<file path="config.mk">
export PLATFORM = sky130hd
export DESIGN_NAME = uart_mult_byte_tx
export DESIGN_NICKNAME = d
export VERILOG_FILES = /design/src/rtl/uart_mult_byte_tx.sv
export SDC_FILE = /design/constraint.sdc
export NUM_CORES = 1
export LEC_CHECK = 0
export ABC_AREA = 1
export ABC_CLOCK_PERIOD_IN_PS = 3050
export CAP_MARGIN = 20
export CORE_UTILIZATION = 52
export CTS_CLUSTER_SIZE = 28
export DETAILED_ROUTE_END_ITERATION = 7
export GPL_ROUTABILITY_DRIVEN = 0
export GPL_TIMING_DRIVEN = 0
export PLACE_DENSITY_LB_ADDON = 0.05
export SKIP_LAST_GASP = 1
export SYNTH_ARGS = -nofsm -noshare
export SYNTH_HDL_FRONTEND = slang
export SYNTH_SLANG_ARGS = --single-unit
</file>
<file path="constraint.sdc">
create_clock -name sys_clk -period 3.05 [get_ports sys_clk]
set_input_delay 0.4575 -clock sys_clk [delete_from_list [all_inputs] [get_ports sys_clk]]
set_output_delay 0.4575 -clock sys_clk [all_outputs]
set_load 0.005 [all_outputs]
</file>
<file path="src/rtl/uart_mult_byte_tx.sv">
// ---------------------------------------------------------------------------
// uart_mult_byte_tx
//
// Multi-byte UART packet transmitter (8N1, LSB first). A single tx_start
// pulse latches up to 11 payload bytes and sends one contiguous frame:
//   HEADER, len, tx_data0 .. tx_data[len-1] [, CRC8]
// The length is clamped to 11 and a zero length request is dropped.
//
// Optional feature macro: UART_TX_CRC8_EN
//   defined   -> a CRC8 byte (poly 0x07, init 0x00, no reflection, no final
//                XOR) over the length and payload bytes closes the frame.
//   undefined -> no CRC logic; the frame ends after the last payload byte.
//
// Parameters:
//   CLK_FREQ  input clock frequency in Hz
//   UART_BPS  baud rate; one bit lasts CLK_FREQ/UART_BPS clock cycles
//   HEADER    first byte of every frame
//
// Ports:
//   sys_clk              clock, all logic on rising edge
//   sys_rst              asynchronous active-high reset
//   tx_start             one-cycle request, only honoured while idle
//   pack_len[7:0]        payload byte count, valid with tx_start
//   tx_data0..tx_data10  payload bytes, tx_data0 goes out first
//   uart_txd             serial output, idle high
//   tx_busy              high while a frame is on the line
//   tx_done              one-cycle pulse after the last stop bit
//   byte_cnt[3:0]        index of the frame byte on the line (0 = header)
// ---------------------------------------------------------------------------
`timescale 1ns/1ps

module uart_mult_byte_tx #(
    parameter int          CLK_FREQ = 50_000_000,
    parameter int          UART_BPS = 115200,
    parameter logic [7:0]  HEADER   = 8'h5A
) (
    input  logic       sys_clk,
    input  logic       sys_rst,
    input  logic       tx_start,
    input  logic [7:0] pack_len,
    input  logic [7:0] tx_data0,
    input  logic [7:0] tx_data1,
    input  logic [7:0] tx_data2,
    input  logic [7:0] tx_data3,
    input  logic [7:0] tx_data4,
    input  logic [7:0] tx_data5,
    input  logic [7:0] tx_data6,
    input  logic [7:0] tx_data7,
    input  logic [7:0] tx_data8,
    input  logic [7:0] tx_data9,
    input  logic [7:0] tx_data10,
    output logic       uart_txd,
    output logic       tx_busy,
    output logic       tx_done,
    output logic [3:0] byte_cnt
);

    localparam int BPS_CNT = CLK_FREQ / UART_BPS;
    localparam int CNT_W   = (BPS_CNT > 1) ? $clog2(BPS_CNT) : 1;
    localparam logic [CNT_W-1:0] BAUD_LAST = CNT_W'(BPS_CNT - 1);
    localparam int MAX_LEN = 11;

    // Frame index of the last byte = len + number of bytes after the payload
    // tail (length byte offset plus the optional CRC byte).
`ifdef UART_TX_CRC8_EN
    localparam logic [3:0] TRAILER = 4'd2;
`else
    localparam logic [3:0] TRAILER = 4'd1;
`endif

    typedef enum logic [2:0] {
        ST_IDLE,
        ST_START,
        ST_DATA,
        ST_STOP,
        ST_DONE
    } state_t;

    state_t            state_reg,    state_next;
    logic [CNT_W-1:0]  baud_cnt_reg, baud_cnt_next;
    logic [2:0]        bit_cnt_reg,  bit_cnt_next;
    logic [3:0]        byte_cnt_reg, byte_cnt_next;
    logic [3:0]        last_idx_reg, last_idx_next;
    logic [3:0]        len_reg,      len_next;
    logic [7:0]        shift_reg,    shift_next;
    logic              txd_reg,      txd_next;
    logic              busy_reg,     busy_next;
    logic              done_reg,     done_next;
`ifdef UART_TX_CRC8_EN
    logic [7:0]        crc_reg,      crc_next;
`endif

    logic [7:0] payload_in [0:MAX_LEN-1];
    logic [7:0] buf_rd     [0:MAX_LEN-1];
    logic       accept;
    logic [3:0] len_clamped;
    logic [3:0] next_idx;
    logic [3:0] pay_idx;
    logic [7:0] next_byte;

    assign payload_in[0]  = tx_data0;
    assign payload_in[1]  = tx_data1;
    assign payload_in[2]  = tx_data2;
    assign payload_in[3]  = tx_data3;
    assign payload_in[4]  = tx_data4;
    assign payload_in[5]  = tx_data5;
    assign payload_in[6]  = tx_data6;
    assign payload_in[7]  = tx_data7;
    assign payload_in[8]  = tx_data8;
    assign payload_in[9]  = tx_data9;
    assign payload_in[10] = tx_data10;

    assign accept      = (state_reg == ST_IDLE) && tx_start && (pack_len != 8'd0);
    assign len_clamped = (pack_len > 8'd11) ? 4'd11 : pack_len[3:0];

    // Payload buffer: every slot is captured in the accept cycle so later
    // input changes cannot disturb the frame in flight. Data-only storage,
    // so no reset is needed here.
    genvar gi;
    generate
        for (gi = 0; gi < MAX_LEN; gi++) begin : g_slot
            logic [7:0] slot_reg;
            always_ff @(posedge sys_clk) begin
                if (accept) begin
                    slot_reg <= payload_in[gi];
                end
            end
            assign buf_rd[gi] = slot_reg;
        end
    endgenerate

`ifdef UART_TX_CRC8_EN
    // One byte step of CRC8, poly 0x07, MSB first.
    function automatic logic [7:0] crc8_byte(input logic [7:0] crc_in,
                                             input logic [7:0] data_in);
        logic [7:0] c;
        c = crc_in ^ data_in;
        for (int i = 0; i < 8; i++) begin
            c = c[7] ? ((c << 1) ^ 8'h07) : (c << 1);
        end
        return c;
    endfunction
`endif

    // Byte that follows the one currently on the line. Frame index 1 is the
    // length byte, indices 2.. map onto buffer slots 0..
    assign next_idx = byte_cnt_reg + 4'd1;
    assign pay_idx  = next_idx - 4'd2;

    always_comb begin
        next_byte = buf_rd[pay_idx];
        if (next_idx == 4'd1) begin
            next_byte = {4'd0, len_reg};
        end
`ifdef UART_TX_CRC8_EN
        else if (next_idx == last_idx_reg) begin
            next_byte = crc_reg;
        end
`endif
    end

    // Next-state logic.
    always_comb begin
        state_next    = state_reg;
        baud_cnt_next = baud_cnt_reg;
        bit_cnt_next  = bit_cnt_reg;
        byte_cnt_next = byte_cnt_reg;
        last_idx_next = last_idx_reg;
        len_next      = len_reg;
        shift_next    = shift_reg;
`ifdef UART_TX_CRC8_EN
        crc_next      = crc_reg;
`endif

        case (state_reg)
            ST_IDLE: begin
                if (accept) begin
                    state_next    = ST_START;
                    baud_cnt_next = '0;
                    bit_cnt_next  = 3'd0;
                    byte_cnt_next = 4'd0;
                    len_next      = len_clamped;
                    last_idx_next = len_clamped + TRAILER;
                    shift_next    = HEADER;
`ifdef UART_TX_CRC8_EN
                    crc_next      = 8'h00;
`endif
                end
            end

            ST_START: begin
                if (baud_cnt_reg == BAUD_LAST) begin
                    baud_cnt_next = '0;
                    state_next    = ST_DATA;
                end else begin
                    baud_cnt_next = baud_cnt_reg + CNT_W'(1);
                end
            end

            ST_DATA: begin
                if (baud_cnt_reg == BAUD_LAST) begin
                    baud_cnt_next = '0;
                    // Shift right so the next data bit is always at bit 0.
                    shift_next    = shift_reg >> 1;
                    if (bit_cnt_reg == 3'd7) begin
                        bit_cnt_next = 3'd0;
                        state_next   = ST_STOP;
                    end else begin
                        bit_cnt_next = bit_cnt_reg + 3'd1;
                    end
                end else begin
                    baud_cnt_next = baud_cnt_reg + CNT_W'(1);
                end
            end

            ST_STOP: begin
                if (baud_cnt_reg == BAUD_LAST) begin
                    baud_cnt_next = '0;
                    if (byte_cnt_reg == last_idx_reg) begin
                        state_next = ST_DONE;
                    end else begin
                        // Next start bit follows immediately: no idle gap.
                        state_next    = ST_START;
                        byte_cnt_next = next_idx;
                        shift_next    = next_byte;
`ifdef UART_TX_CRC8_EN
                        // CRC accumulates as bytes are loaded; the CRC byte
                        // itself is not folded in.
                        if (next_idx != last_idx_reg) begin
                            crc_next = crc8_byte(crc_reg, next_byte);
                        end
`endif
                    end
                end else begin
                    baud_cnt_next = baud_cnt_reg + CNT_W'(1);
                end
            end

            ST_DONE: begin
                state_next    = ST_IDLE;
                byte_cnt_next = 4'd0;
            end

            default: begin
                state_next = ST_IDLE;
            end
        endcase
    end

    // Outputs are registered and derived from the upcoming state so that
    // the line and the status flags change together with the state.
    always_comb begin
        txd_next  = 1'b1;
        busy_next = 1'b0;
        done_next = 1'b0;
        case (state_next)
            ST_START: begin
                txd_next  = 1'b0;
                busy_next = 1'b1;
            end
            ST_DATA: begin
                txd_next  = shift_next[0];
                busy_next = 1'b1;
            end
            ST_STOP: begin
                busy_next = 1'b1;
            end
            ST_DONE: begin
                done_next = 1'b1;
            end
            default: begin
                txd_next = 1'b1;
            end
        endcase
    end

    always_ff @(posedge sys_clk or posedge sys_rst) begin
        if (sys_rst) begin
            state_reg    <= ST_IDLE;
            baud_cnt_reg <= '0;
            bit_cnt_reg  <= 3'd0;
            byte_cnt_reg <= 4'd0;
            last_idx_reg <= 4'd0;
            len_reg      <= 4'd0;
            shift_reg    <= 8'd0;
            txd_reg      <= 1'b1;
            busy_reg     <= 1'b0;
            done_reg     <= 1'b0;
`ifdef UART_TX_CRC8_EN
            crc_reg      <= 8'h00;
`endif
        end else begin
            state_reg    <= state_next;
            baud_cnt_reg <= baud_cnt_next;
            bit_cnt_reg  <= bit_cnt_next;
            byte_cnt_reg <= byte_cnt_next;
            last_idx_reg <= last_idx_next;
            len_reg      <= len_next;
            shift_reg    <= shift_next;
            txd_reg      <= txd_next;
            busy_reg     <= busy_next;
            done_reg     <= done_next;
`ifdef UART_TX_CRC8_EN
            crc_reg      <= crc_next;
`endif
        end
    end

    assign uart_txd = txd_reg;
    assign tx_busy  = busy_reg;
    assign tx_done  = done_reg;
    assign byte_cnt = byte_cnt_reg;

endmodule

</file>
; ---- Word-level counts from Yosys, hierarchy flattened
; Cells that the tools add are included.
[op_classes]
n_mux = 31
n_reduce_logical = 15
bitwise_logic = 1
n_lt_le_gt_ge = 2
n_mul = 0
add_sub_neg = 5
eq_ne = 16
shift = 0
div = 0
[ops]
columns = operator, count
row1 = 8-bit 2-to-1 mux, 7
row2 = 8-bit binary-select mux with 4-bit select, 1
row3 = 3-bit 2-to-1 mux, 9
row4 = 8-bit one-hot mux with 3 select lines, 1
row5 = 9-bit 2-to-1 mux, 2
row6 = 9-bit one-hot mux with 2 select lines, 1
row7 = 4-bit 2-to-1 mux, 4
row8 = 3-bit by 2-bit == test with 1-bit output (second input constant), 4
row9 = 3-bit one-hot mux with 4 select lines, 1
row10 = 4-bit one-hot mux with 3 select lines, 1
row11 = 9-bit by 1-bit adder with 9-bit output (second input constant), 1
row12 = 3-bit == test (second input constant), 3
row13 = 9-bit == test (second input constant), 1
row14 = 4-bit by 1-bit adder with 4-bit output (second input constant), 2
row15 = 8-bit by 4-bit greater-than comparator with 1-bit output (second input constant), 1
row16 = 2-bit != test (second input constant), 4
row17 = 8-bit nonzero test, 1
row18 = 3-bit by 1-bit == test with 1-bit output (second input constant), 2
row19 = 3-bit one-hot mux with 2 select lines, 1
row20 = 3-bit nonzero test, 2
row21 = 3-bit OR reduction, 2
row22 = 5-bit >= comparator (second input constant), 1
row23 = 4-bit NOT with 5-bit output, 1
row24 = 5-bit AND reduction, 1
row25 = other kinds (12), 16
[word_totals]
output_inout_bits = 7
elab_cells = 92
ram_bits = 0
mem_count = 0
latchBits = 0
inputBits = 99
rom_bits = 0
regBits = 126

; ---- Longest topological paths before layout
; Gate-level depths: netlist of the first run.
[logic_depth]
word_depth = 11
ltp_mapped = 17
depth_no_buf = 13

; ---- Worst setup path before layout of the first run
; OpenSTA, ideal clock, no wires.
[synth_timing]
path_type = register -> register
startpoint = reg byte_cnt_reg[0] (netlist: byte_cnt[0])
endpoint = reg shift_reg[4]
setup_slack_ps = 395
t_arrival_ps = 2524
synth_period_minus_slack_ps = 2655
setup_time_ps = 132
n_path_buf = 5
path_stages_with_launch = 14
required_ps = 2918
path_cell_list = dfrtp_1 > buf_4 > inv_4 > buf_4 > buf_4 > ha_1 > inv_2 > clkbuf_1 > ha_1 > clkbuf_1 > mux2i_1 > nand2_1 > nand3_1 > nand3_1
[synth_between]
elab_chain_cells = 10
elab_cells_between_ends = 14
classes_between = add/sub (2) / eq/ne (3) / mux (7) / bitwise (1) / reduce/logical (1)
[synth_lines]
columns = item, line
row1 = "start, declared", 82  ; logic [3:0] byte_cnt_reg, byte_cnt_next;
row2 = "start signal, assigned", 296  ; byte_cnt_reg <= byte_cnt_next;
row3 = 4-bit by 1-bit adder with 4-bit output, 147  ; assign next_idx = byte_cnt_reg + 4'd1;
row4 = 4-bit by 2-bit subtractor with 4-bit output, 148  ; assign pay_idx = next_idx - 4'd2;
row5 = 4-bit NOT with 5-bit output (implied by the code), 151  ; next_byte = buf_rd[pay_idx];
row6 = 8-bit binary-select mux with 4-bit select, 151
row7 = 8-bit 2-to-1 mux (implied by the code) (2 in a row), 151
row8 = 8-bit 2-to-1 mux, 152  ; if (next_idx == 4'd1) begin
row9 = 8-bit 2-to-1 mux, 219  ; if (byte_cnt_reg == last_idx_reg) begin
row10 = 8-bit 2-to-1 mux, 217  ; if (baud_cnt_reg == BAUD_LAST) begin
row11 = 8-bit one-hot mux with 3 select lines, 175  ; case (state_reg)
row12 = "end signal, assigned", 299  ; shift_reg <= shift_next;
row13 = "end, declared", 85  ; logic [7:0] shift_reg, shift_next;
; Several ways; a longest one is shown, not always the timed one. The select of a mux whose other input is x is not followed.
; A chain may end at the register's enable or synchronous reset.

; ---- Final worst setup path of the first run
[layout_timing]
startpoint = reg byte_cnt_reg[0] (netlist: byte_cnt[0])
endpoint = reg shift_reg[5]
; Same word-level chain as after synthesis.

==> results.txt, run 1 <==
- In this run, the number of DRC markers left after iteration 0 of detailed routing was 246.
- Based on the critical path, the design can be clocked at up to 0.347 GHz.
- Clock tree skew after final layout: 11.2 ps
* Remaining design rule violation count: 0
- Power after layout: 3.90 mW
- After clock tree synthesis, the clock-pin slew on the worst setup and hold paths is 60 ps.
* Async set-or-reset flop fraction in the synthesized netlist: 30.2%
* Post-synthesis register bit count: 126
- Cell count of the worst reg-to-reg path: 12
* Setup repair after global routing missed its margin: no
- Final count of hold timing violations: 0
- Summed area of non-filler cells in the final layout: 0.00752 sq mm
- Portion of the clock cycle consumed by the worst path in the final layout: 94.6%
- Number of global-route vias before repair: 4,297
* Post-route minimum period: 2890 ps
- Final setup margin: 165 ps
- STA puts the critical path data required time at 3510 ps.
- Summed over all cells, the static leakage comes to 3.02 nW.
- Number of enable-type register cells in the synthesized netlist: 88
- Core region area: 0.0105 sq mm
- Port buffering added 105 buffers.
- The worst hold path belongs to the class in2async.
* Worst slew pin tran: 811 ps
- Termination of the worst setup path: shift_reg[5]
* CP Max Fanout: 12
- Worst vdd rail ir drop: 0.448 mV
* Worst slack at placement: -419 ps
- Std cell rows: 37
- Arrival time of the worst setup path: 3340 ps
* Die Y-Extent: 106 um
- The first global-routing pass estimated 20,800 um of wire.
- In this run the cell area measured after placement is 0.00693 sq mm.
* Final-report max-slew violation count: 0
- In this run the tightest slew margin relative to its limit is 45.9%.
- I/O pins: 106
- Yosys top cell area share: 46.6%
- Ranking of synthesized cells by area: edfxtp_1 (47%), dfrtp_1 (16%), nand2_1 (10%)
* DIE WIDTH: 106 um
- Number of antenna violations at the first check in global routing: 0
* Run status: completed
- TritonCTS clock tree: yes
* Worst R2R Setup Slack: 160 ps
- Cell accounting for the most synthesized area: edfxtp_1
- Remaining number of nets flagged by the antenna check after routing: 0
* Instance count of the mapped netlist: 558
* Flip-flop count of the largest register after layout: 88
- Setup violation total in the final timing report: 0
* Number of distinct library cells after synthesis: 38
* Maximum buffer depth of the clock tree: 2
- nand2_1 is the most common cell in the netlist.
- Cts bufs inserted: 17
* Starting density of the core: 54.3%
- Clock Sink Count: 126
- For this run, the number of Yosys warnings is 0.
* Worst reg2reg path endpoint: shift_reg[5]
* Cell at the root of the clock tree: clkbuf_8
* Cts-stage hold buffer count: 0
- Total Nets Final: 792
- In the routed layout, each cell is associated on average with a via count of 5.28.
- For this run, the register share of the synthesized area comes to 63.3%.
- Non-filler instance count after layout: 834
- Layout overhead on the synthesized area: 32.5%
* Fraction of final layout cells sized beyond drive strength 1: 10.6%
* Total placed cells including tap cells: 800
- Top post-synthesis cells by count: nand2_1 (151), edfxtp_1 (88), nor2_1 (53)
* Post-Synthesis Cell Area: 0.00568 sq mm
- Worst reg2reg startpoint: byte_cnt[0]
- Sort of element at the end of the critical path: flop
- Averaged over all synthesized cells, the footprint is 10.2 sq um.
* Residual overflow from global routing: 0
- The routed design has 13,000 um of wire.
* Diode insertion count for antenna repair: 0
- The most critical setup path has its startpoint at byte_cnt[0].
- Global routing consumed, over all layers together, 24.7% of the routing resources.
- Count of max-cap constraint violations: 0
- Synthesized Nets: 665
- The first detailed-routing pass took 5 iterations.
* Pwr Density: 518 mW/mm^2
* Total number of vias: 4,400
- Hold timing on the final database bottoms out at a slack of 407 ps.
- The later pin in the worst-skew pair is clocked with a latency of 530 ps.
- In the synthesized netlist the dominant register cell turns out to be edfxtp_1.
* Largest net degree at the start of global routing: 62
- Detailed Place HPWL: 9120 um
* Maximum level of the CTS H-tree: 4
- The critical path in this run is classified as reg2reg.
- Die area: 0.0113 sq mm
- Wirelength per Cell: 15.6 um
- The worst setup path is launched from a flop.
[how the worst min path moves through the flow]
stage	from	end	slack, ps	cells past startpoint
after floorplan	len_reg[1]	len_reg[1]	440	2
after global placement	bit_cnt_reg[1]	bit_cnt_reg[1]	460	2
after detailed placement	shift_reg[7]	shift_reg[7]	480	2
after CTS	sys_rst	baud_cnt_reg[7]	410	2
after global routing	tx_data1[1]	g_slot[1].slot_reg[1]	450	1
final	sys_rst	baud_cnt_reg[7]	410	2
[final cells by class]
type                            instances  area (sq um)
Inverter                               40           161
Clock inverter                         10           115
Buffer                                 15          88.8
Fill cell                             838          2940
Tap cell                              136           170
Timing Repair Buffer                  109          1100
Multi-Input combinational cell        376          1850
Sequential cell                       126          3590
Clock buffer                           22           443
[cell usage in the layout, fill, tap and decap left out, drive strengths merged]
cell type	netlist	layout
nand2	156	156
clkdlybuf4s50	0	105
edfxtp	88	88
nor2	58	58
nand3	53	53
inv	40	39
dfrtp	37	37
o21ai	34	34
a21oi	28	28
clkbuf	3	24
buf	13	17
ha	8	8
o22ai	6	6
clkinvlp	0	6
nand4	5	5
a22oi	4	4
nor3	4	4
o31ai	3	3
o21a	3	3
clkinv	0	3
xnor2	2	2
xor2	2	2
o21bai	2	2
nor4	2	2
mux2i	2	2
bufinv	0	2
nand3b	1	1
o211ai	1	1
or2	1	1
a21o	1	1
dfstp	1	1
[per-stage QoR]
step | util [%] | setup TNS (ps)
final | 71.9 | 0
after global routing | 71.9 | 0
after CTS | 71.5 | 0
after detailed placement | 66.2 | -2950
after global placement | 65.9 | -23810
after floorplan | - | 0
[metal layers]
metal / vias up / global-route usage (%) / wire length, um
li1: 2168 / - / -
met1: 2076 / 30.8 / 5520
met2: 137 / 41.0 / 6640
met3: 19 / 6.19 / 666
met4: 0 / 10.3 / 217
met5: - / 0 / 0
[where the power goes]
group | internal, mW | switching, mW
Sequential | 1.84 | 0.00305
Combinational | 0.115 | 0.0397
Clock | 1.18 | 0.720
[what timing repair did]
| action | 4_1_cts | 5_1_grt |
|---|---|---|
| gates resized for setup | 1 | 7 |
| buffers inserted | 0 | 3 |
| hold endpoints to repair | 0 | 0 |
| setup endpoints to repair | 9 | 9 |
[kinds of logic (layout without fill, tap and decap cells)]
kind of cell	after synthesis	in the layout	synth area share [%]
buf+inv	56	196	4.25
simple gates	280	280	21.7
fa+ha+maj	8	8	1.76
compound gates	82	82	7.98
flops	126	126	63.3
xor+xnor	4	4	0.617
mux	2	2	0.353
[worst max-delay path, stage by stage, from the launching register on]
cell and delay, ps:
dfrtp_1 400, buf_4 210, inv_4 80, buf_4 170, buf_4 190, ha_2 410, inv_4 110, ha_2 430
clkbuf_4 250, a21oi_1 60, o21ai_0 250, nand3_1 120, a21oi_1 150
(Power assumes the default switching activity.)
==> run 2: changes to the inputs <==
--- a/config.mk
+++ b/config.mk
@@ -6,9 +6,11 @@
 export NUM_CORES = 1
 export LEC_CHECK = 0
 export ABC_AREA = 1
-export ABC_CLOCK_PERIOD_IN_PS = 3050
+export ABC_CLOCK_PERIOD_IN_PS = 3140
 export CAP_MARGIN = 20
-export CORE_UTILIZATION = 52
+export CELL_PAD_IN_SITES_DETAIL_PLACEMENT = 0
+export CELL_PAD_IN_SITES_GLOBAL_PLACEMENT = 1
+export CORE_UTILIZATION = 40
 export CTS_CLUSTER_SIZE = 28
 export DETAILED_ROUTE_END_ITERATION = 7
 export GPL_ROUTABILITY_DRIVEN = 0
==> constraint.sdc (replaced) <==
create_clock -name sys_clk -period 3.14 [get_ports sys_clk]
set_input_delay 0.471 -clock sys_clk [delete_from_list [all_inputs] [get_ports sys_clk]]
set_output_delay 0.471 -clock sys_clk [all_outputs]
set_load 0.005 [all_outputs]
==> run 2 against run 1 <==
Non-clock buffer count fell by 2; critical endpoint unchanged; via count fell by 2.4%; critical path type unchanged; sequential share of layout area fell by 0.46 points.
==> results.txt, run 2 (same netlist as run 1, synthesis figures left out) <==
* Diode insertion count for antenna repair: 0 (unchanged)
* Critical-path cell list: buf_4 -> inv_4 -> buf_4 -> buf_4 -> ha_2 -> clkinv_2 -> ha_4 -> clkbuf_4 -> a21oi_1 -> o21ai_1 -> nand3_1 -> a21oi_1
* Clock Sink Count: 126 (unchanged)
- Total of fill cells in the finished design: 1,259 (+50%)
- Maximum buffer depth of the clock tree: 2 (unchanged)
* Total number of vias: 4,294 (-2.4%)
* Detailed Place HPWL: 9340 um (+2.4%)
* Final-report max-slew violation count: 0 (unchanged)
* Origin of the worst min-delay path: bit_cnt_reg[1]
- Die area: 0.0147 sq mm (+29%)
- The final critical delay including setup and external delays came to 2940 ps (+55.2 ps).
- Core region area: 0.0139 sq mm (+33%)
- The hold-fix buffer count after cts is 0 (unchanged).
* Worst slew pin tran: 831 ps (+20.2 ps)
- Arrival time of the worst setup path: 3270 ps (-70 ps)
* Maximum level of the CTS H-tree: 4 (unchanged)
- Portion of the clock cycle consumed by the worst path in the final layout: 93.6% (-0.95 points)
- The maximum number of pins on one net before global-route repair was 70 (+13%).
- The critical path required time was 3470 ps (-40 ps).
* Fraction of final layout cells sized beyond drive strength 1: 10.6% (+0.046 points)
- Layout overhead on the synthesized area: 33.8%
* Worst reg2reg path endpoint: shift_reg[5]
- Largest delay contributor family on the critical path: buffers and inverters
* Most common library cell in the layout ignoring fill and taps: nand2_1
- The critical path is of the reg2reg type.
- The placed instance count was 844 (+5.5%).
- Sequential cell area in the final layout: 0.00359 sq mm (unchanged)
* Source-to-sink clock delay at the later pin of the worst-skew pair: 410 ps (-120 ps)
- Upper clock frequency limit: 0.340 GHz (-1.9%)
* Die Y-Extent: 121 um (+14%)
- The worst path setup slack after routing came to 200 ps (+34.8 ps).
- Setup violation total in the final timing report: 0 (unchanged)
* Count of buffering cells on the critical path with inverters included: 6 (unchanged)
* Number of antenna violations at the first check in global routing: 0 (unchanged)
* Worst R2R Setup Slack: 200 ps (+30 ps)
- The depth of the worst register-to-register path is 12 (unchanged).
* Master of the slowest instance on the critical path: ha_2
* Std cell rows: 43 (+16%)
- The count of non-filler cells in the finished layout came to 875 (+4.9%).
- The library cells used most frequently in the layout, excluding fill and tap cells, are nand2_1 (150), clkdlybuf4s50_1 (105), edfxtp_1 (88).
- STA classifies the critical path startpoint as a flop.
* Total Nets Final: 790 (-0.25%)
- The largest fanout of any net on the critical path was 12 (unchanged).
- I/O pins: 106 (unchanged)
* Starting density of the core: 40.9% (-13 points)
- The aggregate routed wire length is 13,100 um (+0.25%).
* Run status: completed
* Initial drt markers: 262 (+6.5%)
- DIE WIDTH: 121 um (+14%)
* Worst slack at placement: -462 ps (-43.0 ps)
- Worst vdd rail ir drop: 0.376 mV (-16%)
- Power after layout: 3.87 mW (-0.58%)
- The antenna violation net count after detailed routing was 0 (unchanged).
* Multi-input logic area: 0.00186 sq mm (+0.68%)
* DRT Pass-1 Iters: 4 (-1)
- Along the worst hold path, the cell count comes to 2.
- The min-delay analysis places its worst path in the category reg2reg.
- Cts bufs inserted: 17 (unchanged)
* Cell at the root of the clock tree: clkbuf_16
- Clock slew seen by the registers of the worst setup and hold paths: 50 ps (about the same)
- The power density of the placed cells is 510 mW/mm^2 (-1.5%).
- Critical path's largest stage delay: 410 ps (-20 ps)
- Clock tree skew after final layout: 9.24 ps (-1.94 ps)
- Cell type with the highest occurrence count on the critical path: buf_4
* Number of vias per cell: 4.91 (-7.0%)
- Relative slew margins: 44.5% (-1.3 points)
- Final count of hold timing violations: 0 (unchanged)
- In this run the critical register-to-register path is launched from byte_cnt[0].
- Setup repair after global routing missed its margin: yes
- Flip-flop count of the largest register after layout: 88 (unchanged)
- Hold Path Sink: bit_cnt_reg[1]
- The number of global-route vias before repair was 4,270 (-0.63%).
- The overflow left after global routing was 0 (unchanged).
* Wirelength per Cell: 14.9 um (-4.4%)
* Sort of element at the end of the critical path: flop
* Leakage power summed over all cells: 3.04 nW (+0.70%)
* Wire length of the first global-routing pass: 21,400 um (+2.8%)
- TritonCTS clock tree: yes
* Count of input and output buffers: 105 (unchanged)
- The post-detailed-route DRC marker count came to 0 (unchanged).
- The global-route total usage across every layer is 19.5% (-5.2 points).
- The max-capacitance violation count is 0 (unchanged).
run 2: cell types whose count changed in the layout (fill, tap and decap cells not counted), sizes merged:
| cell | previous run | this run |
|---|---|---|
| buf | 17 | 15 |
| clkinv | 3 | 8 |
| clkinvlp | 6 | 2 |
| bufinv | 2 | 3 |
| inv | 39 | 38 |
| clkbuf | 24 | 22 |
run 2: how the worst max path moves through the flow:
stage / cells after the start / slack [ps] / endpoint / from
2_1_floorplan: 13 / 480 / shift_reg[4] / byte_cnt[0]
3_3_place_gp: 13 / -440 / shift_reg[5] / byte_cnt[0]
3_5_place_dp: 13 / -460 / shift_reg[5] / byte_cnt[0]
4_1_cts: 12 / 30 / shift_reg[5] / byte_cnt[0]
5_1_grt: 12 / -10 / shift_reg[5] / byte_cnt[0]
6_report: 12 / 200 / shift_reg[5] / byte_cnt[0]
run 2: what timing repair did:
item,in CTS,in global routing
buffers inserted,0,1
endpoints found under the setup margin,9,5
pin swaps,0,0
resized for setup,2,7
run 2: per-stage QoR:
stage | utilization, % | cell area [sq um] | setup TNS (ps) | hold slack (ps)
after floorplan | - | 5680 | 0 | 442
after global placement | 50.1 | 6950 | -27100 | 463
after detailed placement | 50.3 | 6980 | -2770 | 474
after CTS | 54.5 | 7560 | 0 | 489
after global routing | 54.7 | 7590 | -14.7 | 520
final | 54.7 | 7590 | 0 | 482
run 2: worst min-delay path: stages (launching register included):
cell and delay, ps:
dfrtp_1 350, nand2_1 60, nand2_1 50
run 2: final cells by class:
type | count | share of cell area, %
Sequential cell | 126 | 47.3
Tap cell | 180 | 2.97
Clock buffer | 20 | 5.75
Timing Repair Buffer | 107 | 14.3
Clock inverter | 11 | 1.89
Buffer | 15 | 1.17
Inverter | 40 | 2.11
Multi-Input combinational cell | 376 | 24.5
run 2: layer usage:
| metal | GRT usage (%) | vias to the layer above | wire [um] |
|---|---|---|---|
| li1 | - | 2162 | - |
| met1 | 24.8 | 2018 | 5980 |
| met2 | 32.0 | 102 | 6460 |
| met3 | 5.03 | 12 | 507 |
| met4 | 6.64 | 0 | 133 |
| met5 | 0 | - | 0 |
run 2: where the power goes:
group	leakage (nW)	internal (mW)	switching [mW]
Clock	0.284	1.24	0.694
Combinational	1.53	0.111	0.0385
Sequential	1.23	1.79	0.00373
Total	3.04	3.14	0.736
